[src/rtl/rca_pkg.sv]
// rtl/rca_pkg.sv - shared types and stage-count helper for the pipelined adder/subtractor
package rca_pkg;

  typedef enum logic {
    RCA_ADD = 1'b0,
    RCA_SUB = 1'b1
  } rca_op_e;

  function automatic int rca_stages(input int width, input int seg);
    return width / seg;
  endfunction

endpackage

[src/rtl/rca_seg.sv]
// rtl/rca_seg.sv - M-bit combinational ripple-carry segment
module rca_seg #(
  parameter int M = 4
) (
  input  logic [M-1:0] a,
  input  logic [M-1:0] b,
  input  logic         cin,
  output logic [M-1:0] s,
  output logic         cout,
  output logic         c_msb
);

  logic [M:0] c;

  // Ripple the carry bit by bit; c[i] is the carry into bit i.
  always_comb begin
    c    = '0;
    s    = '0;
    c[0] = cin;
    for (int i = 0; i < M; i++) begin
      s[i]   = a[i] ^ b[i] ^ c[i];
      c[i+1] = (a[i] & b[i]) | (c[i] & (a[i] ^ b[i]));
    end
  end

  assign cout  = c[M];
  assign c_msb = c[M-1];

endmodule

[src/rtl/rca_pipe_n.sv]
// rtl/rca_pipe_n.sv - pipelined WIDTH-bit add/sub, one M-bit segment per stage; RCA_PIPE_OVF_EN adds ovf
module rca_pipe_n
  import rca_pkg::*;
#(
  parameter int WIDTH = 16,
  parameter int M     = 4
) (
  input  logic             clk,
  input  logic             rst_n,
  input  logic             in_valid,
  output logic             in_ready,
  input  logic [WIDTH-1:0] A,
  input  logic [WIDTH-1:0] B,
  input  logic             op,
  output logic             out_valid,
  input  logic             out_ready,
  output logic [WIDTH-1:0] Sum,
  output logic             C_out
`ifdef RCA_PIPE_OVF_EN
  ,
  output logic             ovf
`endif
);

  localparam int S = rca_stages(WIDTH, M);

  if (WIDTH % M != 0) begin : g_width_check
    $error("rca_pipe_n: WIDTH must be a multiple of M");
  end

  logic             en;
  logic [WIDTH-1:0] b_x;

  // Per-stage state: a_q/b_q hold the operand bits not yet consumed, shifted
  // down so the next segment always reads bits [M-1:0].
  logic [S-1:0]     vld_q;
  logic [S-1:0]     op_q;
  logic [S-1:0]     c_q;
  logic [WIDTH-1:0] sum_q [S];
  logic [WIDTH-1:0] a_q   [S];
  logic [WIDTH-1:0] b_q   [S];

  logic [M-1:0]     seg_a     [S];
  logic [M-1:0]     seg_b     [S];
  logic             seg_cin   [S];
  logic [M-1:0]     seg_s     [S];
  logic             seg_cout  [S];
  logic             seg_c_msb [S];
  logic             unused_taps;

`ifdef RCA_PIPE_OVF_EN
  logic ovf_q;
  assign ovf = ovf_q;
`endif

  assign out_valid = vld_q[S-1];
  assign en        = ~out_valid | out_ready;
  assign in_ready  = en;
  assign b_x       = (rca_op_e'(op) == RCA_SUB) ? ~B : B;
  assign Sum       = sum_q[S-1];
  assign C_out     = c_q[S-1];

  for (genvar k = 0; k < S; k++) begin : g_seg
    if (k == 0) begin : g_first
      assign seg_a[k]   = A[M-1:0];
      assign seg_b[k]   = b_x[M-1:0];
      assign seg_cin[k] = op;
    end else begin : g_next
      assign seg_a[k]   = a_q[k-1][M-1:0];
      assign seg_b[k]   = b_q[k-1][M-1:0];
      assign seg_cin[k] = c_q[k-1];
    end
    rca_seg #(.M(M)) u_seg (
      .a     (seg_a[k]),
      .b     (seg_b[k]),
      .cin   (seg_cin[k]),
      .s     (seg_s[k]),
      .cout  (seg_cout[k]),
      .c_msb (seg_c_msb[k])
    );
  end

  // Final stage keeps no use for its op and leftover operands; lower segments' c_msb is only a tap.
  always_comb begin
    unused_taps = op_q[S-1] ^ (^a_q[S-1]) ^ (^b_q[S-1]);
    for (int k = 0; k < S; k++) begin
      unused_taps = unused_taps ^ seg_c_msb[k];
    end
  end

  // Whole pipeline advances together under en; bubbles travel like data.
  always_ff @(posedge clk or negedge rst_n) begin
    if (!rst_n) begin
      vld_q <= '0;
      op_q  <= '0;
      c_q   <= '0;
      for (int k = 0; k < S; k++) begin
        sum_q[k] <= '0;
        a_q[k]   <= '0;
        b_q[k]   <= '0;
      end
`ifdef RCA_PIPE_OVF_EN
      ovf_q <= 1'b0;
`endif
    end else if (en) begin
      vld_q[0] <= in_valid;
      op_q[0]  <= op;
      c_q[0]   <= seg_cout[0];
      sum_q[0] <= WIDTH'(seg_s[0]);
      a_q[0]   <= A >> M;
      b_q[0]   <= b_x >> M;
      for (int k = 1; k < S; k++) begin
        vld_q[k]            <= vld_q[k-1];
        op_q[k]             <= op_q[k-1];
        c_q[k]              <= seg_cout[k];
        sum_q[k]            <= sum_q[k-1];
        sum_q[k][k*M +: M]  <= seg_s[k];
        a_q[k]              <= a_q[k-1] >> M;
        b_q[k]              <= b_q[k-1] >> M;
      end
`ifdef RCA_PIPE_OVF_EN
      ovf_q <= seg_c_msb[S-1] ^ seg_cout[S-1];
`endif
    end
  end

endmodule

[config.mk]
export PLATFORM = sky130hd
export DESIGN_NAME = rca_pipe_n
export DESIGN_NICKNAME = d
export VERILOG_FILES = /design/src/rtl/rca_pkg.sv /design/src/rtl/rca_seg.sv /design/src/rtl/rca_pipe_n.sv
export SDC_FILE = /design/constraint.sdc
export NUM_CORES = 1
export LEC_CHECK = 0
export CORE_MARGIN = 5
export CORE_UTILIZATION = 23
export DETAILED_ROUTE_END_ITERATION = 8
export GPL_ROUTABILITY_DRIVEN = 0
export GPL_TIMING_DRIVEN = 1
export PLACE_DENSITY_LB_ADDON = 0.08
export SLEW_MARGIN = 15
export SYNTH_ARGS = -nofsm -noshare
export SYNTH_HDL_FRONTEND = slang
export SYNTH_SLANG_ARGS = --single-unit
export TNS_END_PERCENT = 20
[constraint.sdc]
create_clock -name clk -period 2.5 [get_ports clk]
set_input_delay 0.5 -clock clk [delete_from_list [all_inputs] [get_ports clk]]
set_output_delay 0.5 -clock clk [all_outputs]
set_load 0.05 [all_outputs]
==> reports/results.ini <==
[status]
status=complete, no violations

[floorplanning]
dieArea_mm2=0.0217
pin_count=56
coreArea_mm2=0.0186
initial_utilization_pct=23.3
row_count=50
die_w_um=147
die_h_um=147

[worst_setup_path]
crit_family=adder cells
worstPathMaxFanout=2
crit_buf_inv=3
max_stage_delay_ns=0.42
startpoint_type=input port
cp_slowest_cell=clkdlybuf4s50_1
r2r-start=a_q[32]
rrSetupSlack_ns=0.26
crit_path_end_kind=flip-flop
critPathKind=input port to flip-flop
required_ns=2.73
crit_arrival_ns=2.58
path_cells=clkdlybuf4s50_1 -> mux2_4 -> fa_2 -> inv_1 -> fa_1 -> inv_1 -> fa_1 -> mux2_2
r2r_end=sum_q[27]
r2r_cells=8

[clock_tree]
numClockSinks=96
clkLatencyLatePin_ns=0.34
cts_tree=done
clockRootBuffer=clkbuf_16
htreeDepth=3
cts_buffer_depth=2
clk_pin_slew_ns=0.06
cts_buffers=9

[timing]
final_max_slew_viol_count=0
fmax_mhz=425
postLayoutSetupSlackWorst_ns=0.145
relSlewSlack_pct=64.0
tns_ns=0
min_period_ns=2.35
hold_viol_final=0
tightest_slew_ns=0.540
hold_ws_ns=0.221
finalClockSkew_ns=0.00703
fin_crit_sh_pct=94.2
setup_violations=0
rsz0062_at_grt=no

[pwr]
switching_share_pct=34.6
pwr-share-comb_pct=40.9
p_sw_mw=2.39
leakagePower_nw=2.36
peakVddDrop_mv=0.313
p_per_area_mw_per_mm2=1280
finalPower_mw=6.92
p_seq_share_pct=37.9
internal-power_mw=4.53
power.share.clock_pct=21.1

[routing]
routed_wl_um=8560
detail-route-antenna-nets=0
wire_per_inst_um=14.9
drt-initial-drc-count=100
avgViaCountPerCell=3.92
drtPass1Iterations=3
num_vias=2252
drc=0

[cells_and_area]
area_growth_pct=24.9
final_cell_mix=dfrtp_1, mux2_2, clkdlybuf4s50_1, inv_1, mux2_4
fin_util_pct=29.1
diodes=0
finalNonFillerCells=574
multi_input_area_mm2=0.00164
design_area_mm2=0.00542
n_fill_cell=1905
drive_gt1_share_pct=33.8
final_common_cell=dfrtp_1
fin_nets=387
seqCellArea_mm2=0.00240

[global_routing]
top_usage_layer=met2
grt_util_all_layers_pct=8.30
use_met1_pct=10.9
grt_pass1_vias=2542
gr-usage-met3_pct=1.70
met2_usage_pct=12.8
grt_max_degree=97
grt_pass1_wl_um=13800
grt_antenna_before_repair=0
grt_remaining_overflow=0

[synthesis]
syn_area_mm2=0.00434
avgSynthCellArea_um2=15.0
ys_seq_area_share_pct=55.4
synth-async-reset-ratio_pct=100
synth_nets=342
synth-edff-count=0
synth_flop_cell=dfrtp_1
synth_warnings=0
ys_ff_latch=96
ys_types=16
netlist_instances=290

[place]
dpl_cell_area_mm2=0.00508
place_ws_ns=-0.357
dp_hpwl_um=5560
portBuffers=55
dp_cells=558

[run]
drv_cap=0

[worst_hold_path]
hp-class=input port to asynchronous set/reset pin

## cells by family after synthesis
| logic type | synth area share (%) |
|---|---|
| xor+xnor | 3.23 |
| flops | 55.4 |
| simple gates | 2.19 |
| buf+inv | 7.15 |
| fa+ha+maj | 6.92 |
| mux | 24.0 |
| compound gates | 1.15 |
## area by class of cell
type	instances	share of cell area, %
Sequential cell	96	44.3
Multi-Input combinational cell	139	30.3
Timing Repair Buffer	65	12.5
Tap cell	234	5.40
Clock buffer	12	4.92
Inverter	24	1.66
Clock inverter	4	0.947
## routing by layer
layer  wire, µm  part of all wire, %
met5          0                    0
met4        198                  2.3
met1       4120                   48
met3        275                  3.2
met2       3970                   46
## power by group through the flow
stage                     Clock, mW  Combinational, mW  Sequential (mW)
after floorplan                   0               2.18             2.60
after global placement            0               2.86             2.67
after detailed placement          0               2.89             2.68
after CTS                      1.54               2.90             2.65
after global routing           1.58               3.08             2.74
final                          1.46               2.83             2.62
## flip-flops by register name, summed over array words and instances (netlist names)
| register | cells |
|---|---|
| Sum | 16 |
| a_q | 24 |
| b_q | 24 |
| c_q | 4 |
| sum_q | 24 |
| vld_q | 4 |
## worst max-delay path by stage
| stage | start | endpoint | slack [ns] | cells after the start |
|---|---|---|---|---|
| after floorplan | op | sum_q[51] | 0.02 | 9 |
| after global placement | B[0] | sum_q[51] | -0.33 | 8 |
| after detailed placement | B[0] | sum_q[51] | -0.36 | 8 |
| after CTS | B[0] | sum_q[51] | 0.01 | 8 |
| after global routing | B[1] | sum_q[51] | 0.07 | 8 |
| final | A[0] | sum_q[51] | 0.15 | 8 |
## Yosys cell counts (3+ instances only)
cell type  instances  area (µm²)
a21oi_1           10        50.1
buf_2              8        40.0
buf_4             17         128
buf_6              4        45.0
dfrtp_1           96        2400
fa_1              15         300
inv_1             24        90.1
mux2_2            64         721
mux2_4            20         300
nor3b_1           10        75.1
xnor2_1            3        26.3
xor2_1            13         114
## what timing repair did
item / in CTS / in global routing
hold buffers: 0 / 0
gates resized for setup: 0 / 5
buffers inserted: 0 / 0
endpoints found under the setup margin: 0 / 2
Power figures use the tool's default switching activity.
